$ cat config.mk
export PLATFORM = sky130hd
export DESIGN_NAME = fetch_unit
export DESIGN_NICKNAME = d
export VERILOG_FILES = /design/src/rtl/fetch_unit_pkg.sv /design/src/rtl/fetch_buf.sv /design/src/rtl/fetch_unit.sv
export SDC_FILE = /design/constraint.sdc
export NUM_CORES = 1
export LEC_CHECK = 0
export BUFFER_PORTS_ARGS = -buffer_cell sky130_fd_sc_hd__buf_4
export CAP_MARGIN = 30
export CORE_MARGIN = 10
export CORE_UTILIZATION = 58
export DETAILED_ROUTE_END_ITERATION = 8
export GPL_TIMING_DRIVEN = 0
export PLACE_DENSITY = 0.85
export SYNTH_ARGS = -nofsm -noshare
export SYNTH_HDL_FRONTEND = slang
export SYNTH_SLANG_ARGS = --single-unit
$ cat constraint.sdc
create_clock -name clk -period 3.2 [get_ports clk]
set_input_delay 0.48 -clock clk [delete_from_list [all_inputs] [get_ports clk]]
set_output_delay 0.48 -clock clk [all_outputs]
set_load 0.02 [all_outputs]
$ cat src/rtl/fetch_unit_pkg.sv
// Shared constants and types for the instruction-fetch slice.
package fetch_unit_pkg;

  localparam int unsigned XLEN    = 32;
  localparam int unsigned INSTR_W = 32;

  localparam logic [XLEN-1:0] RESET_PC_DEFAULT = 32'h0000_0000;

  typedef struct packed {
    logic [XLEN-1:0]    pc;
    logic [INSTR_W-1:0] instr;
  } fetch_pkt_t;

  typedef enum logic {
    ST_RUN   = 1'b0,
    ST_FAULT = 1'b1
  } fetch_state_e;

  function automatic logic is_aligned(input logic [XLEN-1:0] addr);
    return addr[1:0] == 2'b00;
  endfunction

endpackage

$ cat src/rtl/fetch_buf.sv
// Two-entry in-order instruction buffer; flush clears it and overrides push.
module fetch_buf
  import fetch_unit_pkg::*;
(
  input  logic        clk,
  input  logic        rst_n,
  input  logic        flush,
  input  logic        push,
  input  logic [31:0] push_pc,
  input  logic [31:0] push_instr,
  input  logic        pop,
  output logic        head_valid,
  output logic [31:0] head_pc,
  output logic [31:0] head_instr,
  output logic [1:0]  count
);

  fetch_pkt_t mem_q [2];
  fetch_pkt_t mem_d [2];
  logic       rd_ptr_q, rd_ptr_d;
  logic       wr_ptr_q, wr_ptr_d;
  logic [1:0] count_q, count_d;
  logic       pop_eff;
  logic       push_eff;

  always_comb begin
    mem_d    = mem_q;
    rd_ptr_d = rd_ptr_q;
    wr_ptr_d = wr_ptr_q;
    count_d  = count_q;
    pop_eff  = pop && (count_q != 2'd0);
    push_eff = push && ((count_q != 2'd2) || pop_eff);

    if (flush) begin
      rd_ptr_d = 1'b0;
      wr_ptr_d = 1'b0;
      count_d  = '0;
    end else begin
      if (push_eff) begin
        mem_d[wr_ptr_q] = '{pc: push_pc, instr: push_instr};
        wr_ptr_d        = ~wr_ptr_q;
      end
      if (pop_eff) begin
        rd_ptr_d = ~rd_ptr_q;
      end
      case ({push_eff, pop_eff})
        2'b10:   count_d = count_q + 2'd1;
        2'b01:   count_d = count_q - 2'd1;
        default: count_d = count_q;
      endcase
    end
  end

  always_ff @(posedge clk or negedge rst_n) begin
    if (!rst_n) begin
      for (int unsigned i = 0; i < 2; i++) begin
        mem_q[i] <= '0;
      end
      rd_ptr_q <= 1'b0;
      wr_ptr_q <= 1'b0;
      count_q  <= '0;
    end else begin
      mem_q    <= mem_d;
      rd_ptr_q <= rd_ptr_d;
      wr_ptr_q <= wr_ptr_d;
      count_q  <= count_d;
    end
  end

  assign head_valid = (count_q != 2'd0);
  assign head_pc    = mem_q[rd_ptr_q].pc;
  assign head_instr = mem_q[rd_ptr_q].instr;
  assign count      = count_q;

endmodule

$ cat src/rtl/fetch_unit.sv
// Fetch stage: owns the PC, drives imem, buffers fetched words for decode and
// handles execute redirects including the sticky misaligned-target fault.
module fetch_unit
  import fetch_unit_pkg::*;
#(
  parameter logic [31:0] RESET_PC  = RESET_PC_DEFAULT,
  parameter int unsigned BUF_DEPTH = 2
) (
  input  logic        clk,
  input  logic        reset,
  output logic [31:0] imem_a,
  input  logic [31:0] imem_rd,
  input  logic        redirect_valid,
  input  logic [31:0] redirect_pc,
  output logic        dec_valid,
  input  logic        dec_ready,
  output logic [31:0] dec_instr,
  output logic [31:0] dec_pc,
  output logic        fetch_fault
);

  localparam logic [1:0] FULL_CNT = BUF_DEPTH[1:0];

  fetch_state_e state_q, state_d;
  logic [31:0]  pc_q, pc_d;
  logic         fault_q, fault_d;
  logic         pop;
  logic         fetch;
  logic [1:0]   count;

  always_comb begin
    pop     = dec_valid && dec_ready;
    fetch   = !redirect_valid && (state_q == ST_RUN) && ((count < FULL_CNT) || pop);
    pc_d    = pc_q;
    state_d = state_q;
    fault_d = fault_q;

    // Redirect outranks fetch; a misaligned target still moves the PC (word-aligned) but parks the FSM.
    if (redirect_valid) begin
      pc_d = {redirect_pc[31:2], 2'b00};
      if (is_aligned(redirect_pc)) begin
        state_d = ST_RUN;
        fault_d = 1'b0;
      end else begin
        state_d = ST_FAULT;
        fault_d = 1'b1;
      end
    end else if (fetch) begin
      pc_d = pc_q + 32'd4;
    end
  end

  always_ff @(posedge clk or negedge reset) begin
    if (!reset) begin
      state_q <= ST_RUN;
      pc_q    <= RESET_PC;
      fault_q <= 1'b0;
    end else begin
      state_q <= state_d;
      pc_q    <= pc_d;
      fault_q <= fault_d;
    end
  end

  fetch_buf u_buf (
    .clk        (clk),
    .rst_n      (reset),
    .flush      (redirect_valid),
    .push       (fetch),
    .push_pc    (pc_q),
    .push_instr (imem_rd),
    .pop        (pop),
    .head_valid (dec_valid),
    .head_pc    (dec_pc),
    .head_instr (dec_instr),
    .count      (count)
  );

  assign imem_a      = pc_q;
  assign fetch_fault = fault_q;

endmodule

==> out/qor.csv, run 1 <==
stage,metric,value,unit
routing,postRouteAntennaNets,0,
synth,synthAdderAreaFrac,0.171,%
critical_path,timing.rr.start,fetch_fault,
synth,synth_compound_area_share,2.38,%
routing,drcViolationCount,0,
routing,wl_per_cell,20.0,um
die,num_rows,40,
timing,fmax,365,MHz
global_route,overflow,0,
synth,yosys.area_share.simple,7.52,%
synth,synth-seq-area-share,54.5,%
global_route,grt_pass1_vias,5702,
finish,antenna_cells,0,
synth,synth.area.top_cells,"dfrtp_1, mux2_2, xnor2_1",
synth,synth.mux.area_fraction,29.0,%
routing,via_per_inst,5.48,
finish,regArea,3980,um^2
critical_path,crit_path_end_kind,output port,
power_and_ir_drop,p_int,5.26,mW
critical_path,reg2reg_to,u_buf.mem_q[115],
timing,fin_ws,0.459,ns
global_route,grt_util_all_layers,21.5,%
synth,yosys.area.top_type,dfrtp_1,
clock_network,cts_hold_buf,0,
synth,synth_commonest_cells,"mux2_2, dfrtp_1, nand2_1",
critical_path,start_kind,flip-flop,
finish,fillers,780,
worst_hold_path,hold_class,primary input to asynchronous set/reset pin,
die,ios,166,
synth,yosys_warnings,0,
finish,final_nets,813,
die,dieArea,17500,um^2
critical_path,cp_max_fo,10,
clock_network,cts_buffers,17,
clock_network,clk_pin_slew,0.06,ns
outcome,status,completed,
die,start_util,60.1,%
synth,synth-seq-cells,159,
timing,setup_violations,0,
synth,synth_top_area_share,54.5,%
placement,dpl.hpwl,13200,um
global_route,grt_antenna_before_repair,0,
clock_network,tritoncts,yes,
global_route,grt_max_degree,83,
die,die_y,132,um
clock_network,h-tree-depth,4,
finish,areaGrowthSynthToFinish,29.5,%
finish,final_util,77.8,%
synth,avgSynthCellArea,13.1,um^2
power_and_ir_drop,p_sw_share,28.9,%
clock_network,cts_buffer_depth,2,
placement,port_buffers,161,
timing,fin_skew,0.00984,ns
routing,num_vias,5071,
timing,hold_violations,0,
critical_path,critPathKind,flip-flop to output port,
flow_run,maxCapViolations,0,
synth,syn_inst,559,
clock_network,cts_resized,0,
die,coreArea,12200,um^2
synth,ys_types,33,
timing,finalMaxSlewViolations,0,
clock_network,cts.sinks,159,
placement,gp_congestion,0.810,
timing,rsz0062_at_grt,no,
timing,min_period,2.74,ns
synth,synth_edf_count,0,
timing,worst_pin_slew,0.872,ns
placement,postPlaceCellArea,8770,um^2
synth,yosysMostFrequentCell,mux2_2,
critical_path,worstPathRequired,2.72,ns
finish,drive_above_1_share,52.7,%
power_and_ir_drop,vdd_drop_max,0.448,mV
power_and_ir_drop,power.total,7.40,mW
critical_path,arrival,2.26,ns
finish,multi_input_area,3140,um^2
finish,fin_area,9460,um^2
timing,finalCritPeriodShare,85.7,%
power_and_ir_drop,p_seq_share,40.0,%
synth,synth_xor_area_share,3.72,%
clock_network,postCtsSetupBuffers,0,
power_and_ir_drop,p_clk_share,31.0,%
power_and_ir_drop,p_per_area,782,nW/um^2
clock_network,clockRootBuffer,clkbuf_16,
routing,routed_wl,18500,um
routing,drt_iter0_markers,288,
synth,synth_top_family_by_area,multiplexers,
power_and_ir_drop,p_comb_share,28.9,%
synth,syn_area,7300,um^2
power_and_ir_drop,switching_power,2.14,mW
routing,drt-pass1-iter-count,4,
timing,relSlewSlack,41.3,%
placement,dpl_worst_slack,0.897,ns
critical_path,r2r_cells,4,
die,die_x,132,um
synth,async_flop_share,100,%
global_route,grt_pass1_wl,30300,um
power_and_ir_drop,leakagePower,4.28,nW
synth,dominantRegCellSynth,dfrtp_1,
critical_path,rrSetupSlack,0.97,ns
timing,finalSetupTns,0,ns
clock_network,insertion_delay,0.43,ns
[state kept, by name (all words and copies together), names as in the netlist]
register and cells:
fetch_fault 1, imem_a 30, u_buf.count 2, u_buf.mem_q 124, u_buf.rd_ptr_q 1, u_buf.wr_ptr_q 1
[metrics by stage]
stage | hold slack, ns | instances
2_1_floorplan | 0.184 | 562
3_3_place_gp | 0.461 | 891
3_5_place_dp | 0.471 | 893
4_1_cts | 0.118 | 925
5_1_grt | 0.148 | 925
6_report | 0.105 | 925
[worst max-delay path by stage]
stage / start / to / slack [ns]
2_1_floorplan: imem_a[2] / imem_a[28] / 1.25
3_3_place_gp: redirect_valid / u_buf.mem_q[7] / 0.67
3_5_place_dp: u_buf.rd_ptr_q / dec_pc[9] / 0.90
4_1_cts: u_buf.rd_ptr_q / dec_pc[14] / 0.43
5_1_grt: u_buf.rd_ptr_q / dec_pc[9] / 0.30
6_report: u_buf.rd_ptr_q / dec_pc[9] / 0.46
[cells in the final DEF (no fill, tap or decap), types with 6 or more instances in the layout]
cell,instances
mux2_2,175
buf_4,165
dfrtp_1,159
nand2_1,44
o21ai_0,25
xnor2_1,22
clkbuf_16,17
buf_2,15
mux2_1,12
nor2_1,11
clkbuf_1,10
nand4_1,9
xor2_1,9
nor3_1,8
buf_1,7
nor4_2,6
clkbuf_8,6
[critical path, cell delays in order (launching register included)]
cell      delay (ns)
dfrtp_1         0.32
clkbuf_1        0.35
buf_1           0.56
mux2_2          0.44
buf_4           0.17
[routing by layer]
| layer | GRT usage, % | wire (um) |
|---|---|---|
| met5 | 0 | 0 |
| met3 | 7.01 | 1250 |
| met2 | 35.3 | 9350 |
| met4 | 7.89 | 317 |
| met1 | 25.8 | 7640 |
[area by class of cell]
cell class                      count  area share [%]
Tap cell                          168            2.22
Timing Repair Buffer              163            13.2
Sequential cell                   159            42.1
Clock inverter                      9            1.87
Clock buffer                       23            5.37
Buffer                             37            1.91
Inverter                            5           0.198
Multi-Input combinational cell    361            33.2
[power by group through the flow]
stage / Sequential [mW] / Clock [mW] / Combinational, mW
6_report: 2.96 / 2.29 / 2.14
5_1_grt: 3.04 / 2.40 / 2.30
4_1_cts: 2.96 / 2.32 / 2.17
3_5_place_dp: 2.98 / 0 / 2.15
3_3_place_gp: 2.92 / 0 / 2.08
2_1_floorplan: 2.91 / 0 / 1.33
[kinds of logic (layout without fill, tap and decap cells)]
group	Yosys count	after routing
other cells	1	4
flops	159	159
simple gates	103	103
fa+ha+maj	1	1
compound gates	34	34
buf+inv	42	237
xor+xnor	31	31
mux	188	188
Note: power is estimated with default switching activity, not from simulation.
==> run 2, diff against run 1 <==
--- a/config.mk
+++ b/config.mk
@@ -8,10 +8,10 @@
 export BUFFER_PORTS_ARGS = -buffer_cell sky130_fd_sc_hd__buf_4
 export CAP_MARGIN = 30
 export CORE_MARGIN = 10
-export CORE_UTILIZATION = 58
+export CORE_UTILIZATION = 49
 export DETAILED_ROUTE_END_ITERATION = 8
 export GPL_TIMING_DRIVEN = 0
-export PLACE_DENSITY = 0.85
+export PLACE_DENSITY = 0.76
 export SYNTH_ARGS = -nofsm -noshare
 export SYNTH_HDL_FRONTEND = slang
 export SYNTH_SLANG_ARGS = --single-unit
==> constraint.sdc (replaced) <==
create_clock -name clk -period 2.2 [get_ports clk]
set_input_delay 0.33 -clock clk [delete_from_list [all_inputs] [get_ports clk]]
set_output_delay 0.33 -clock clk [all_outputs]
set_load 0.02 [all_outputs]
==> out/qor.csv, run 2 (synthesis results as in run 1) <==
stage,metric,value,unit,change
finish,final_cell_mix,"mux2_2, buf_4, dfrtp_1, nand2_1, o21ai_0",,
timing,min_period,2.13,ns,
finish,antenna_cells,0,,unchanged
power_and_ir_drop,p_seq_share,41.2,%,+1.2 points
critical_path,startpoint,u_buf.rd_ptr_q,,
critical_path,rrSetupSlack,0.09,ns,-0.88 ns
timing,holdWs,0.115,ns,+0.0105 ns
critical_path,crit_path_end_kind,output port,,
die,ios,166,,unchanged
clock_network,h-tree-depth,4,,unchanged
worst_hold_path,min_from,redirect_pc[16],,
routing,via_per_inst,5.41,,-1.3%
power_and_ir_drop,vdd_drop_max,0.524,mV,+17%
clock_network,insertion_delay,0.42,ns,about the same
power_and_ir_drop,p_int,7.36,mW,+40%
global_route,grt_pass1_vias,5565,,-2.4%
power_and_ir_drop,p_comb_share,29.8,%,+0.9 points
finish,layoutNonFillerInstCount,938,,+1.4%
routing,drcViolationCount,0,,unchanged
clock_network,cts_buffer_depth,2,,unchanged
global_route,grt_util_all_layers,18.3,%,-3.1 points
finish,largest_register_ffs,124,,unchanged
timing,finalCritPeriodShare,96.8,%,
worst_hold_path,hold_class,primary input to flip-flop,,
die,num_rows,44,,+10%
timing,hold_violations,0,,unchanged
placement,postPlaceCellArea,8790,um^2,+0.14%
routing,drt_iter0_markers,228,,-21%
timing,rsz0062_at_grt,yes,,
placement,port_buffers,161,,unchanged
power_and_ir_drop,p_per_area,1100,nW/um^2,+41%
power_and_ir_drop,p_sw_share,29.6,%,+0.69 points
power_and_ir_drop,switching_power,3.09,mW,+45%
timing,relSlewSlack,51.8,%,+10 points
finish,final_nets,812,,-0.12%
timing,fmax,470,MHz,
timing,setup_violations,0,,unchanged
routing,num_vias,5073,,+0.039%
routing,routed_wl,18500,um,-0.13%
clock_network,clockRootBuffer,clkbuf_16,,
routing,drt-pass1-iter-count,4,,unchanged
finish,final_common_cell,mux2_2,,
power_and_ir_drop,leakagePower,4.27,nW,-0.28%
finish,areaGrowthSynthToFinish,29.6,%,about the same
global_route,grt_antenna_before_repair,0,,unchanged
finish,fin_area,9470,um^2,about the same
power_and_ir_drop,p_clk_share,29.1,%,-1.9 points
die,coreArea,14600,um^2,+20%
die,dieArea,20200,um^2,+15%
clock_network,clk_pin_slew,0.06,ns,about the same
critical_path,timing.rr.start,imem_a[14],,
critical_path,arrival,1.80,ns,-0.46 ns
critical_path,critPathKind,flip-flop to output port,,
placement,gp_congestion,0.814,,+0.52%
flow_run,maxCapViolations,0,,unchanged
die,die_y,142,um,+7.5%
clock_network,cts_buffers,17,,unchanged
timing,fin_skew,0.00581,ns,-0.00402 ns
timing,finalMaxSlewViolations,0,,unchanged
outcome,status,completed,,
critical_path,start_kind,flip-flop,,
clock_network,cts.sinks,159,,unchanged
global_route,grt_max_degree,102,,+23%
critical_path,cp_max_fo,10,,unchanged
power_and_ir_drop,power.total,10.5,mW,+41%
clock_network,postCtsSetupBuffers,0,,unchanged
placement,dp_cells,908,,+1.7%
global_route,grt_pass1_wl,29600,um,-2.3%
routing,wl_per_cell,19.7,um,-1.5%
finish,top_register,u_buf.mem_q,,
placement,dpl.hpwl,13300,um,+1.4%
clock_network,tritoncts,yes,,
routing,postRouteAntennaNets,0,,unchanged
critical_path,worstPathRequired,1.87,ns,-0.85 ns
die,start_util,50.1,%,-10 points
finish,drive_above_1_share,53.7,%,+1.0 points
timing,worst_pin_slew,0.717,ns,-0.156 ns
finish,final_util,64.9,%,-13 points
global_route,overflow,0,,unchanged
die,die_x,142,um,+7.5%
[run 2: power groups by stage]
stage	clock [mW]	sequential, mW	combinational [mW]
floorplan	0	4.23	1.93
global placement	0	4.25	3.05
detailed placement	0	4.34	3.13
CTS	3.08	4.30	3.15
global route	3.21	4.42	3.34
finish	3.04	4.30	3.11
[run 2: cell type report]
type,count,area (um^2)
Tap cell,184,230
Multi-Input combinational cell,361,3160
Buffer,35,188
Fill cell,1069,5120
Clock inverter,9,134
Sequential cell,159,3980
Inverter,5,18.8
Timing Repair Buffer,164,1280
Clock buffer,21,480
[run 2: repair_timing]
item	4_1_cts	5_1_grt
hold endpoints to repair	0	11
hold buffers	0	1
endpoints found under the setup margin	179	18
gates resized for setup	9	5
[run 2: path summary, 6_finish.rpt]
check	endpoint	cells past startpoint
min in group asynchronous	u_buf.mem_q[30]	2
setup reg to reg	imem_a[28]	6
hold reg to reg	u_buf.mem_q[90]	1
setup / recovery	dec_pc[15]	3
hold / removal	imem_a[16]	3
max in group asynchronous	u_buf.count[0]	3
[run 2: worst max-delay path, cell delays in order (launching register included)]
cell and delay [ns]:
dfrtp_2 0.50, buf_2 0.32, mux2_2 0.39, buf_4 0.16
[run 2: layer usage]
metal	up-vias	GRT usage, %	wire length [um]
met3	18	6.71	1560
met1	2561	22.3	7910
met5	-	0	0
met2	161	29.7	8850
li1	2333	-	-
met4	0	5.70	202
[run 2: per-stage QoR]
step / TNS [ns] / setup WS, ns
after floorplan: 0 / 0.250
after global placement: -8.05 / -0.156
after detailed placement: -10.59 / -0.150
after CTS: 0 / 0.0185
after global routing: -0.0215 / -0.0215
final: 0 / 0.0703
==> run 3, diff against run 2 <==
==> constraint.sdc (replaced) <==
create_clock -name clk -period 1.8 [get_ports clk]
set_input_delay 0.27 -clock clk [delete_from_list [all_inputs] [get_ports clk]]
set_output_delay 0.27 -clock clk [all_outputs]
set_load 0.02 [all_outputs]
==> out/qor.csv, run 3 (synthesis results as in run 1) <==
stage,metric,value,unit,change
outcome,status,"complete, but fails checks",,
outcome,violations,negative setup slack,,
clock_network,tritoncts,yes,,
global_route,grt_util_all_layers,18.8,%,+0.44 points
power_and_ir_drop,power.total,13.3,mW,+27%
die,coreArea,14600,um^2,unchanged
die,num_rows,44,,unchanged
clock_network,clk_pin_slew,0.06,ns,about the same
critical_path,rrSetupSlack,-0.04,ns,-0.13 ns
worst_hold_path,min_from,redirect_pc[14],,
global_route,grt_max_degree,95,,-6.9%
timing,hold_violations,0,,unchanged
finish,final_cell_mix,"mux2_2, dfrtp_1, buf_4, buf_6, nand2_1",,
finish,final_common_cell,mux2_2,,
global_route,top_usage_layer,met2,,
routing,drt-pass1-iter-count,4,,unchanged
finish,top_register,u_buf.mem_q,,
die,die_y,142,um,unchanged
power_and_ir_drop,p_sw_share,28.9,%,-0.68 points
worst_hold_path,hold_class,primary input to flip-flop,,
critical_path,timing.rr.start,imem_a[14],,
timing,min_period,1.90,ns,
timing,fmax,526,MHz,
worst_hold_path,min_to,imem_a[14],,
placement,postPlaceCellArea,8890,um^2,+1.1%
critical_path,arrival,1.63,ns,-0.17 ns
finish,antenna_cells,0,,unchanged
clock_network,cts_buffers,17,,unchanged
die,dieArea,20200,um^2,unchanged
timing,holdWs,0.0550,ns,-0.0602 ns
critical_path,reg2reg_to,imem_a[28],,
routing,drcViolationCount,0,,unchanged
power_and_ir_drop,p_seq_share,39.6,%,-1.6 points
timing,worst_pin_slew,0.629,ns,-0.0876 ns
power_and_ir_drop,p_int,9.47,mW,+29%
die,ios,166,,unchanged
timing,finalMaxSlewViolations,0,,unchanged
timing,finalSetupTns,-3.91,ns,-3.91 ns
routing,postRouteAntennaNets,0,,unchanged
die,die_x,142,um,unchanged
finish,fin_area,10200,um^2,+7.4%
timing,setup_violations,63,,+63
clock_network,clockRootBuffer,clkbuf_16,,
critical_path,cp_max_fo,10,,unchanged
global_route,grt_pass1_wl,30300,um,+2.2%
critical_path,r2r_cells,6,,unchanged
power_and_ir_drop,p_per_area,1310,nW/um^2,+19%
routing,drt_iter0_markers,214,,-6.1%
power_and_ir_drop,p_clk_share,28.3,%,-0.8 points
die,start_util,50.1,%,unchanged
placement,gp_congestion,0.815,,+0.11%
critical_path,crit_path_end_kind,output port,,
routing,via_per_inst,5.36,,-0.85%
routing,num_vias,5153,,+1.6%
timing,finalCritPeriodShare,106,%,
critical_path,critPathKind,flip-flop to output port,,
finish,areaGrowthSynthToFinish,39.2,%,
global_route,grt_util_met1,22.3,%,+0.037 points
global_route,grt_pass1_vias,5724,,+2.9%
timing,fin_ws,-0.100,ns,-0.171 ns
finish,final_nets,833,,+2.6%
routing,routed_wl,19200,um,+3.6%
clock_network,cts_buffer_depth,2,,unchanged
timing,fin_skew,0.00929,ns,+0.00348 ns
critical_path,startpoint,u_buf.rd_ptr_q,,
timing,relSlewSlack,58.0,%,+6.3 points
routing,wl_per_cell,20.0,um,+1.1%
global_route,use_met3,7.74,%,+1.0 points
timing,rsz0062_at_grt,yes,,
clock_network,cts.sinks,159,,unchanged
placement,port_buffers,161,,unchanged
clock_network,h-tree-depth,4,,unchanged
critical_path,worstPathRequired,1.53,ns,-0.34 ns
power_and_ir_drop,p_comb_share,32.0,%,+2.2 points
placement,dpl.hpwl,13500,um,+1.4%
power_and_ir_drop,vdd_drop_max,0.949,mV,+81%
global_route,use_met2,30.9,%,+1.2 points
clock_network,insertion_delay,0.42,ns,about the same
power_and_ir_drop,switching_power,3.85,mW,+25%
worst_hold_path,hold_depth,3,,unchanged
finish,drive_above_1_share,57.9,%,+4.2 points
power_and_ir_drop,leakagePower,4.62,nW,+8.3%
global_route,overflow,0,,unchanged
finish,largest_register_ffs,124,,unchanged
global_route,grt_antenna_before_repair,0,,unchanged
flow_run,maxCapViolations,0,,unchanged
critical_path,start_kind,flip-flop,,
-- run 3: cell types whose count changed in the layout (fill, tap and decap cells not counted), sizes merged --
cell,delta
clkbuf,+7
clkinvlp,-4
buf,+19
bufinv,+1
-- run 3: worst max-delay path, stage by stage (launching register included) --
cell	delay, ns
dfrtp_2	0.42
buf_12	0.14
buf_12	0.13
mux2_2	0.35
buf_4	0.16
-- run 3: final cells by class --
type | instances | area [um^2]
clock inverter | 6 | 130
buffer | 33 | 330
fill | 1011 | 4420
tap | 184 | 230
timing repair buffer | 187 | 1620
sequential | 159 | 4000
clock buffer | 26 | 489
inverter | 5 | 18.8
multi-input combinational | 361 | 3350
-- run 3: routing by layer --
layer / routed length (um) / vias up
li1: - / 2377
met1: 7830 / 2612
met2: 9610 / 148
met3: 1580 / 16
met4: 169 / 0
met5: 0 / -
-- run 3: worst max-delay path by stage --
stage | endpoint | slack, ns | depth (start not counted)
6_report | dec_instr[12] | -0.10 | 4
5_1_grt | dec_pc[28] | -0.15 | 4
4_1_cts | dec_pc[13] | -0.13 | 3
3_5_place_dp | dec_pc[13] | -0.44 | 4
3_3_place_gp | imem_a[16] | -0.42 | 1
2_1_floorplan | imem_a[28] | -0.06 | 7
-- run 3: power groups by stage --
stage                     clock [mW]  sequential, mW  combinational [mW]
final                           3.77            5.28                4.27
after global routing            4.00            5.41                4.55
after CTS                       3.87            5.26                4.23
after detailed placement           0            5.31                3.85
after global placement             0            5.19                3.75
after floorplan                    0            5.18                2.37
-- run 3: repair_timing --
action                                  in CTS  in global routing
endpoints found under the setup margin     203                179
hold endpoints to repair                    65                  0
gates cloned                                 1                  0
pin swaps                                    3                 14
hold buffers                                 1                  0
resized for setup                           95                 47
setup buffers                               15                  8
-- run 3: metrics by stage --
step	std cells	worst slack (ns)	util, %
2_1_floorplan	562	-0.0589	-
3_3_place_gp	907	-0.423	60.7
3_5_place_dp	908	-0.443	60.9
4_1_cts	954	-0.131	68.3
5_1_grt	961	-0.148	69.7
6_report	961	-0.100	69.7
